`config.mk`:
```
export PLATFORM = sky130hd
export DESIGN_NAME = refresh_scheduler
export DESIGN_NICKNAME = d
export VERILOG_FILES = /design/src/rtl/refresh_scheduler.sv
export SDC_FILE = /design/constraint.sdc
export NUM_CORES = 1
export LEC_CHECK = 0
export ABC_CLOCK_PERIOD_IN_PS = 9650
export BUFFER_PORTS_ARGS = -buffer_cell sky130_fd_sc_hd__clkbuf_2
export CORE_UTILIZATION = 61
export DETAILED_ROUTE_END_ITERATION = 10
export PLACE_DENSITY = 0.89
export SYNTH_ARGS = -nofsm -noshare
export SYNTH_HDL_FRONTEND = slang
export SYNTH_SLANG_ARGS = --single-unit
```
`constraint.sdc`:
```
create_clock -name clk -period 9.65 [get_ports clk]
set_input_delay 1.4475 -clock clk [delete_from_list [all_inputs] [get_ports clk]]
set_output_delay 1.4475 -clock clk [all_outputs]
set_load 0.05 [all_outputs]
```
`src/rtl/refresh_scheduler.sv`:
```
`default_nettype none
// +--------------------------------------------------------------------------+
// | Module   : refresh_scheduler                                             |
// | Purpose  : Periodic all-bank refresh requester with postponement credit, |
// |            debt-driven priority and tRFC busy window.                    |
// | Option   : REFRESH_PULL_IN_EN enables opportunistic pulled-in refreshes. |
// | Revision : 1.0                                                           |
// +--------------------------------------------------------------------------+
module refresh_scheduler #(
  parameter int PEND_MAX = 8,
  parameter int PRIO_W   = 2
) (
  input  logic              clk,
  input  logic              rst,
  input  logic [15:0]       cfg_trefi,
  input  logic [9:0]        cfg_trfc,
  input  logic [3:0]        cfg_urgent_thr,
  input  logic              ref_en,
  input  logic              bus_idle,
  input  logic              ref_ack,
  output logic              ref_req,
  output logic [PRIO_W-1:0] ref_prio,
  output logic              ref_busy,
  output logic [3:0]        ref_pending,
  output logic              ref_overflow
);

  typedef enum logic [1:0] {
    S_IDLE = 2'd0,
    S_REQ  = 2'd1,
    S_RFC  = 2'd2
  } state_t;

  localparam logic [3:0]        C_PEND_MAX = 4'(PEND_MAX);
  localparam logic [PRIO_W-1:0] C_PRIO_MAX = '1;
  localparam logic [PRIO_W-1:0] C_PRIO_ONE = PRIO_W'(1);

  state_t            state_q, state_d;
  logic [15:0]       cnt_q, cnt_d;
  logic [3:0]        pend_q, pend_d;
  logic [9:0]        rfc_q, rfc_d;
  logic [PRIO_W-1:0] prio_q, prio_d;
  logic              ovf_q, ovf_d;

  logic tick;
  logic grant;
  logic norm_grant;
  logic tick_inc;
  logic pull_start;
  logic pull_q, pull_d;

  assign tick  = (cfg_trefi != 16'd0) && (cnt_q == cfg_trefi - 16'd1);
  assign grant = (state_q == S_REQ) && ref_ack;

`ifdef REFRESH_PULL_IN_EN
  logic [1:0] pulled_q, pulled_d;
  logic       pull_grant;

  assign pull_grant = grant && pull_q;
  assign norm_grant = grant && !pull_q;
  // A tick that finds pulled-in credit repays it instead of adding debt.
  assign tick_inc   = tick && (pulled_q == 2'd0);
  assign pull_start = ref_en && bus_idle && (pend_d == 4'd0) &&
                      (cfg_trefi != 16'd0) && (cnt_q >= {1'b0, cfg_trefi[15:1]}) &&
                      (pulled_q != 2'd2);

  always_comb begin
    pulled_d = pulled_q;
    if (pull_grant && !(tick && (pulled_q != 2'd0))) begin
      pulled_d = pulled_q + 2'd1;
    end else if (!pull_grant && tick && (pulled_q != 2'd0)) begin
      pulled_d = pulled_q - 2'd1;
    end
  end

  always_ff @(posedge clk or posedge rst) begin
    if (rst) begin
      pulled_q <= 2'd0;
    end else begin
      pulled_q <= pulled_d;
    end
  end
`else
  logic unused_bus_idle;

  assign unused_bus_idle = bus_idle;
  assign norm_grant      = grant;
  assign tick_inc        = tick;
  assign pull_start      = 1'b0;
`endif

  always_comb begin
    cnt_d = cnt_q + 16'd1;
    if (cfg_trefi == 16'd0 || tick) begin
      cnt_d = 16'd0;
    end
  end

  always_comb begin
    pend_d = pend_q;
    ovf_d  = ovf_q;
    if (tick_inc && !norm_grant) begin
      if (pend_q == C_PEND_MAX) begin
        ovf_d = 1'b1;
      end else begin
        pend_d = pend_q + 4'd1;
      end
    end else if (!tick_inc && norm_grant) begin
      pend_d = pend_q - 4'd1;
    end
  end

  // Looking at pend_d lets a tick raise ref_req on the very next cycle.
  always_comb begin
    state_d = state_q;
    rfc_d   = rfc_q;
    pull_d  = pull_q;
    case (state_q)
      S_IDLE: begin
        pull_d = 1'b0;
        if (ref_en && (pend_d != 4'd0)) begin
          state_d = S_REQ;
        end else if (pull_start) begin
          state_d = S_REQ;
          pull_d  = 1'b1;
        end
      end
      S_REQ: begin
        if (ref_ack) begin
          state_d = S_RFC;
          rfc_d   = (cfg_trfc == 10'd0) ? 10'd1 : cfg_trfc;
        end
      end
      S_RFC: begin
        if (rfc_q <= 10'd1) begin
          state_d = S_IDLE;
        end else begin
          rfc_d = rfc_q - 10'd1;
        end
      end
      default: begin
        state_d = S_IDLE;
      end
    endcase
  end

  always_comb begin
    prio_d = '0;
    if (pull_d && (state_d == S_REQ)) begin
      prio_d = '0;
    end else if (pend_d == C_PEND_MAX) begin
      prio_d = C_PRIO_MAX;
    end else if (pend_d >= cfg_urgent_thr) begin
      prio_d = C_PRIO_ONE;
    end
  end

  always_ff @(posedge clk or posedge rst) begin
    if (rst) begin
      state_q <= S_IDLE;
      cnt_q   <= 16'd0;
      pend_q  <= 4'd0;
      rfc_q   <= 10'd0;
      prio_q  <= '0;
      ovf_q   <= 1'b0;
      pull_q  <= 1'b0;
    end else begin
      state_q <= state_d;
      cnt_q   <= cnt_d;
      pend_q  <= pend_d;
      rfc_q   <= rfc_d;
      prio_q  <= prio_d;
      ovf_q   <= ovf_d;
      pull_q  <= pull_d;
    end
  end

  assign ref_req      = (state_q == S_REQ);
  assign ref_busy     = (state_q == S_RFC);
  assign ref_prio     = prio_q;
  assign ref_pending  = pend_q;
  assign ref_overflow = ovf_q;

endmodule
`default_nettype wire

```
==> results of run 1 <==
==> critical path: stages <==
cell      delay, ns
clkbuf_2       0.13
inv_1          0.09
ha_1           0.19
or3b_1         0.45
nor4_1         0.37
mux2_2         0.38
o211ai_1       0.37
nand4_1        0.23
nor2_2         0.27
nor2_1         0.10
nor2_1         0.21
xnor2_1        0.15
ha_1           0.24
nand2b_1       0.13
a21o_1         0.17
a21o_1         0.19
a21o_1         0.17
a31oi_1        0.16
a211oi_1       0.10
==> cell usage in the layout, fill, tap and decap left out, types with 2 or more instances in the layout <==
cell type  count
nand2b_1       5
a21o_1         4
buf_4          2
o21ai_1        3
nor2b_1        2
nand3b_1       2
dfrtp_1       36
or4_1          3
o21ai_0       19
a21oi_1       11
nor3b_1        2
clkbuf_8       7
a31oi_1        2
ha_1          11
nand3_1       21
clkbuf_2      42
o41ai_1        2
nand4_1        5
xor2_1        12
inv_1         21
nand2_1       21
nor4_2         2
mux2i_1        2
a22oi_1        2
and3_1         4
a22o_1         4
nor3_1        15
xnor2_1       27
a211o_1        2
nor2_1        35
or4_4          3
o211ai_1       2
nor4_1         5
==> state kept, by name, indices dropped and copies added, names as in the netlist <==
name / count
cnt_q: 16
pull_q: 1
ref_overflow: 1
ref_pending: 4
ref_prio: 2
rfc_q: 10
state_q: 2
==> cells by family after synthesis <==
| kind of cell | synth area share, % |
|---|---|
| mux | 1.18 |
| buf+inv | 4.20 |
| fa+ha+maj | 5.19 |
| compound gates | 15.8 |
| flops | 34.0 |
| xor+xnor | 12.9 |
| simple gates | 26.7 |
==> cell type report <==
cell class                 instances  area (sq um)  share of cell area, %
inverter                          21          78.8                   2.62
clock buffer                       7          96.3                   3.21
sequential                        36           901                   30.0
tap                               50          62.6                   2.08
timing repair buffer              44           225                   7.50
multi-input combinational        248          1640                   54.6
==> metal layers <==
layer	share of wire, %	routed length [um]	up-vias
li1	-	-	1205
met1	45	2700	1154
met2	48	2880	73
met3	4.7	277	8
met4	1.5	90	0
met5	0	0	-
==> power breakdown <==
part           switching, uW  internal (uW)  total [uW]
Clock                   54.0           63.6         118
Sequential              51.0            197         248
Combinational            215            129         344
Total                    320            389         709
==> how the worst min path moves through the flow <==
stage | slack [ns] | endpoint | startpoint | cells past startpoint
final | 0.49 | ref_overflow | ref_overflow | 1
after global routing | 0.51 | ref_overflow | ref_overflow | 1
after CTS | 0.50 | ref_overflow | ref_overflow | 1
after detailed placement | 0.48 | ref_overflow | ref_overflow | 1
after global placement | 0.45 | ref_overflow | ref_overflow | 1
after floorplan | 0.46 | pull_q | pull_q | 1
==> stage by stage <==
step,power [uW],instances,util [%],hold WS [ns]
floorplan,506,313,-,0.456
global placement,572,399,71.2,0.451
detailed placement,589,399,71.2,0.480
CTS,707,406,73.5,0.496
global route,760,406,73.5,0.508
finish,709,406,73.5,0.493
==> out/metrics.csv, run 1 <==
metric;value;unit
hold bufs inserted after CTS;0;
clock sinks;36;
status;complete, no violations;
R2R depth;16;
RSZ-0062 raised after global routing;no;
Mapped Area;2650;sq um
VDD IR max;0.141;mV
IO Port Bufs;42;
Post-synth top flop;dfrtp_1;
Wirelength per Cell;14.6;um
fin. max-slew vios;0;
diode count;0;
synth unique cells;52;
CTS tree;yes;
gr ovfl total;0;
Tot GR Track Use;27.6;%
buffer levels on the longest clock path;2;
DPL Wire Length;4390;um
M1 GR Usage;35.8;%
reg-to-reg critical path endpoint;ref_prio[0];
PostCTS Resize Cnt;0;
Fill cells;309;
final WL;5940;um
Setup Skew;0.0118;ns
Worst-Skew Late Latency;0.30;ns
setup tns final;0;ns
critical path class;in -> reg;
Arrival @ worst endpoint;5.56;ns
final instance area;3000;sq um
Slew @ Worst Pin;1.15;ns
area grow syn2layout;13.3;%
die width;67.9;um
die area;4620;sq um
HP Class;reg -> reg;
Synth area leaders;dfrtp_1 34%, xnor2_1 8.9%, ha_1 5.2%, nor2_1 5.0%, nand3_1 4.0%;
r2r setup slk;5.86;ns
pre-CTS setup slack;3.94;ns
GPL Wtd Cong;0.849;
largest net degree at the start of global routing;37;
CTS clk-pin slew, worst paths;0.08;ns
grt met3 use;6.00;%
Gate Count Post-Synth;313;
Tcrit/Tclk final;56.1;%
met2 GRT Util;44.9;%
IO Pins;44;
max_cap viols;0;
final net count;402;
minimum clock period;5.41;ns
vias in the first global route;2097;
Slew headroom;22.7;%
Placed Area;2910;sq um
Leakage;0.00133;uW
Startpoint Class;input port;
Syn Nets;359;
first-pass GRT wire length;9360;um
Antenna Nets Post-Route;0;
CTS HTree Levels;2;
via count;2440;
Root Buffer;clkbuf_8;
Setup violations, final;0;
post-synth top area cell;dfrtp_1;
DR pass1 iterations;4;
Setup crit start;cfg_trefi[0];
Avg Inst Size Synth;8.47;sq um
share of cells above drive strength 1;17.4;%
DR DRC count;0;
crit-path max FO;5;
Yosys top cell area share;34.0;%
antenna violations before repair;0;
Setup Fix Bufs, Post-CTS;0;
Initial DRC Count;174;
CP required;9.80;ns
TritonCTS Buffers;5;
post-synthesis sequential area ratio;34.0;%
Async SR Flop Fraction;100;%
Final Hold Vio Count;0;
detailed-route vias per instance;6.01;
Site Rows;23;
Post-synth EDFFs;0;
die height;67.9;um
PnR worst setup slack;4.24;ns
Initial Util;64.9;%
number of synthesized register bits;36;
crit path to;ref_prio[0];
most frequent cell after synthesis;dfrtp_1;
Synth top cells by count;36 x dfrtp_1, 35 x nor2_1, 27 x xnor2_1;
GR peak layer;met2;
FMAX;185;MHz
CP endpoint kind;flip-flop;
reg2reg start;cnt_q[8];
yosys warns;0;
Core Region;4090;sq um
PD cells;236;nW/um^2
Power figures use the tool's default switching activity.
==> run 2, diff against run 1 <==
==> config.mk (replaced) <==
export PLATFORM = sky130hd
export DESIGN_NAME = refresh_scheduler
export DESIGN_NICKNAME = d
export VERILOG_FILES = /design/src/rtl/refresh_scheduler.sv
export SDC_FILE = /design/constraint.sdc
export NUM_CORES = 1
export LEC_CHECK = 0
export ABC_CLOCK_PERIOD_IN_PS = 5500
export BUFFER_PORTS_ARGS = -buffer_cell sky130_fd_sc_hd__clkbuf_2
export CORE_UTILIZATION = 57
export DETAILED_ROUTE_END_ITERATION = 10
export PLACE_DENSITY = 0.85
export SYNTH_ARGS = -nofsm -noshare
export SYNTH_HDL_FRONTEND = slang
export SYNTH_SLANG_ARGS = --single-unit
==> constraint.sdc (replaced) <==
create_clock -name clk -period 5.5 [get_ports clk]
set_input_delay 0.825 -clock clk [delete_from_list [all_inputs] [get_ports clk]]
set_output_delay 0.825 -clock clk [all_outputs]
set_load 0.05 [all_outputs]
==> out/metrics.csv, run 2 (synthesized netlist as in run 1, its figures left out) <==
metric;value;unit
status;complete, no violations;
max_cap viols;0;
first-pass GRT wire length;9970;um
die width;70.2;um
buffer levels on the longest clock path;2;
Placed Area;2900;sq um
largest net degree at the start of global routing;37;
CP endpoint kind;flip-flop;
WP buf/inv;2;
Root Buffer;clkbuf_8;
commonest non-fill, non-tap cell in the layout;clkbuf_2;
max FFs per register;16;
Worst path most repeated cell;a21o_1;
Initial DRC Count;186;
antenna violations before repair;0;
IO Pins;44;
Tot GR Track Use;25.5;%
RSZ-0062 raised after global routing;no;
die height;70.2;um
grt met3 use;5.63;%
worst stage delay on the critical path;0.45;ns
CP required;5.67;ns
vias in the first global route;2308;
Slew @ Worst Pin;1.23;ns
met2 GRT Util;42.8;%
M1 GR Usage;31.8;%
Wirelength per Cell;14.6;um
final net count;401;
Slowest-stage cell, CP;or3b_1;
Setup Fix Bufs, Post-CTS;0;
Site Rows;24;
family with the most delay on the worst path;simple AND/OR/NAND/NOR gates;
Initial Util;60.1;%
critical path class;in -> reg;
overall power;1230;uW
HP Class;reg -> reg;
IO Port Bufs;42;
clock sinks;36;
PnR worst setup slack;0.700;ns
FMAX;208;MHz
VDD IR max;0.236;mV
Final Hold Vio Count;0;
CP cell instances;clkbuf_2 -> inv_1 -> ha_1 -> or3b_1 -> nor4_1 -> mux2_2 -> o211ai_1 -> nand4_1 -> nor2_2 -> nor2_1 -> nor2_1 -> xnor2_1 -> ha_1 -> nand2b_1 -> a21o_1 -> a21o_1 -> a21o_1 -> a31oi_1 -> a211oi_1;
Leakage;0.00132;uW
Setup violations, final;0;
DR pass1 iterations;5;
CTS HTree Levels;2;
PostCTS Resize Cnt;0;
DR DRC count;0;
die area;4930;sq um
CTS tree;yes;
post-layout util;67.9;%
gr ovfl total;0;
TritonCTS Buffers;5;
Tcrit/Tclk final;87.3;%
PD cells;410;nW/um^2
via count;2491;
CTS clk-pin slew, worst paths;0.08;ns
Worst-Skew Late Latency;0.30;ns
hold bufs inserted after CTS;0;
Startpoint Class;input port;
Most flops, register;cnt_q;
Arrival @ worst endpoint;4.97;ns
Core Region;4410;sq um
DPL Wire Length;4480;um
Setup Skew;0.0144;ns
GR peak layer;met2;
pre-CTS setup slack;0.409;ns
final instance area;3000;sq um
area grow syn2layout;12.9;%
fin. max-slew vios;0;
Antenna Nets Post-Route;0;
share of cells above drive strength 1;17.4;%
detailed-route vias per instance;6.11;
GPL Wtd Cong;0.880;
final WL;5970;um
commonest cells after routing, fill and taps aside;42 x clkbuf_2, 36 x dfrtp_1, 35 x nor2_1;
crit-path max FO;5;
minimum clock period;4.80;ns
setup tns final;0;ns
Slew headroom;17.5;%
diode count;0;
==> run 2: changes by cell type in the layout (fill, tap and decap cells not counted), sizes merged <==
cell	change
clkbuf	-1
clkinv	+2
buf	-1
==> run 2: stage by stage <==
stage | std cells | hold slack, ns
after floorplan | 313 | 0.456
final | 408 | 0.497
after detailed placement | 400 | 0.488
after global placement | 400 | 0.475
after CTS | 408 | 0.503
after global routing | 408 | 0.528
==> run 2: cell type report <==
| class | instances | area [sq um] |
|---|---|---|
| clock buffers | 6 | 82.6 |
| clock inverters | 2 | 10.0 |
| fillers | 361 | 1420 |
| inverters | 21 | 78.8 |
| multi-input cells | 248 | 1640 |
| flip-flops and latches | 36 | 901 |
| well taps | 52 | 65.1 |
| repair buffers | 43 | 218 |
==> run 2: report_power, final <==
group / leakage [uW] / internal, uW / switching (uW)
combinational: 0.000813 / 222 / 374
sequential: 0.000459 / 345 / 88.9
clock: 0.0000510 / 100 / 97.3
==> run 2: path summary, 6_finish.rpt <==
path                       cells after the start     endpoint  slack [ns]         start
hold reg to reg                                1       pull_q        0.50        pull_q
min in group asynchronous                      3   state_q[0]        0.60           rst
hold / removal                                 1       pull_q        0.50        pull_q
setup reg to reg                              16  ref_prio[0]        1.76      cnt_q[8]
setup / recovery                              19  ref_prio[0]        0.70  cfg_trefi[0]
max in group asynchronous                      3    cnt_q[12]        4.58           rst
==> run 2: metal layers <==
metal,wire (um),vias to the layer above
met5,0,-
met1,2580,1180
met2,2960,103
met4,97,0
li1,-,1199
met3,334,9
==> run 3, diff against run 2 <==
--- a/config.mk
+++ b/config.mk
@@ -7,9 +7,11 @@
 export LEC_CHECK = 0
 export ABC_CLOCK_PERIOD_IN_PS = 5500
 export BUFFER_PORTS_ARGS = -buffer_cell sky130_fd_sc_hd__clkbuf_2
-export CORE_UTILIZATION = 57
+export CORE_UTILIZATION = 59
+export CTS_BUF_LIST = sky130_fd_sc_hd__clkbuf_2
 export DETAILED_ROUTE_END_ITERATION = 10
-export PLACE_DENSITY = 0.85
+export PLACE_DENSITY = 0.86
+export SLEW_MARGIN = 40
 export SYNTH_ARGS = -nofsm -noshare
 export SYNTH_HDL_FRONTEND = slang
 export SYNTH_SLANG_ARGS = --single-unit
==> out/metrics.csv, run 3 (synthesized netlist as in run 1, its figures left out) <==
metric;value;unit
status;complete, no violations;
critical path class;in -> reg;
fin. max-slew vios;0;
overall power;1200;uW
WP buf/inv;2;
via count;2405;
crit-path max FO;5;
Site Rows;24;
final net count;401;
r2r setup slk;1.68;ns
max FFs per register;16;
CTS clk-pin slew, worst paths;0.22;ns
final WL;5710;um
antenna violations before repair;0;
Initial DRC Count;102;
Most flops, register;cnt_q;
minimum clock period;4.62;ns
DR DRC count;0;
Slew headroom;51.2;%
TritonCTS Buffers;5;
first-pass GRT wire length;10100;um
Core Region;4320;sq um
reg2reg start;cnt_q[8];
gr ovfl total;0;
largest net degree at the start of global routing;37;
die width;69.1;um
commonest non-fill, non-tap cell in the layout;clkbuf_2;
share of cells above drive strength 1;18.0;%
R2R depth;16;
DPL Wire Length;4420;um
die area;4770;sq um
Tot GR Track Use;26.2;%
detailed-route vias per instance;5.89;
Initial Util;61.3;%
Slowest-stage cell, CP;or3b_1;
post-layout util;68.8;%
commonest cells after routing, fill and taps aside;48 x clkbuf_2, 36 x dfrtp_1, 35 x nor2_1;
PnR worst setup slack;0.885;ns
diode count;0;
hold bufs inserted after CTS;0;
IO Port Bufs;42;
VDD IR max;0.249;mV
HP Class;in -> async;
vias in the first global route;2328;
CP endpoint kind;flip-flop;
Setup Skew;0.0401;ns
clock sinks;36;
family with the most delay on the worst path;simple AND/OR/NAND/NOR gates;
Worst path most repeated cell;a21o_1;
Root Buffer;clkbuf_2;
PD cells;402;nW/um^2
Arrival @ worst endpoint;4.88;ns
Slew @ Worst Pin;0.732;ns
Setup crit start;cfg_trefi[0];
CTS tree;yes;
Setup Fix Bufs, Post-CTS;0;
DR pass1 iterations;4;
area grow syn2layout;12.2;%
reg-to-reg critical path endpoint;ref_prio[0];
Tcrit/Tclk final;83.9;%
Antenna Nets Post-Route;0;
Leakage;0.00132;uW
CP required;5.76;ns
CTS HTree Levels;2;
Startpoint Class;input port;
die height;69.1;um
Setup violations, final;0;
Worst-Skew Late Latency;0.41;ns
Final Hold Vio Count;0;
GPL Wtd Cong;0.906;
FMAX;217;MHz
IO Pins;44;
RSZ-0062 raised after global routing;no;
max_cap viols;0;
PostCTS Resize Cnt;0;
pre-CTS setup slack;0.488;ns
buffer levels on the longest clock path;2;
worst stage delay on the critical path;0.45;ns
Wirelength per Cell;14.0;um
setup tns final;0;ns
CP cell instances;clkbuf_2 -> inv_1 -> ha_1 -> or3b_1 -> nor4_1 -> mux2_2 -> o211ai_1 -> nand4_1 -> nor2_2 -> nor2_1 -> nor2_1 -> xnor2_1 -> ha_1 -> nand2b_1 -> a21o_1 -> a21o_1 -> a21o_1 -> a31oi_1 -> a211oi_1;
==> run 3: changes by cell type in the layout (fill, tap and decap cells not counted), sizes merged <==
cell and delta:
bufinv +1, clkinv -1
==> run 3: per-stage QoR <==
stage	std cells	area [sq um]	hold slack, ns
2_1_floorplan	313	2650	0.456
3_3_place_gp	400	2900	0.475
3_5_place_dp	400	2910	0.486
4_1_cts	408	2980	0.459
5_1_grt	408	2980	0.466
6_report	408	2980	0.446
==> run 3: layout make-up <==
class / instances / area (sq um)
Sequential cell: 36 / 901
Inverter: 21 / 78.8
Multi-Input combinational cell: 248 / 1650
Clock buffer: 6 / 30.0
Tap cell: 52 / 65.1
Timing Repair Buffer: 43 / 218
Fill cell: 356 / 1350
Clock inverter: 2 / 35.0
==> run 3: worst max path at each step <==
stage,endpoint,cells after the start
CTS,ref_prio[0],19
detailed placement,ref_prio[0],19
floorplan,ref_prio[0],18
finish,ref_prio[0],19
global placement,ref_prio[0],19
global route,ref_prio[0],19
==> run 3: power by group <==
group / internal [uW] / switching (uW)
sequential: 344 / 86.8
clock: 78.2 / 91.5
combinational: 222 / 374
==> run 3: worst register-to-register path: cells and delay by family, from the launching register on <==
kind	cells	cell delay (ns)
flops	1	0.49
compound gates	6	0.90
xor+xnor	2	0.42
fa+ha+maj	1	0.24
simple gates	7	1.65
==> run 3: per-layer routing <==
metal | GRT usage [%] | up-vias | wire length, um
met5 | 0 | - | 0
met4 | 9.30 | 0 | 104
li1 | - | 1207 | -
met2 | 44.1 | 63 | 2800
met3 | 4.82 | 12 | 265
met1 | 33.8 | 1123 | 2540
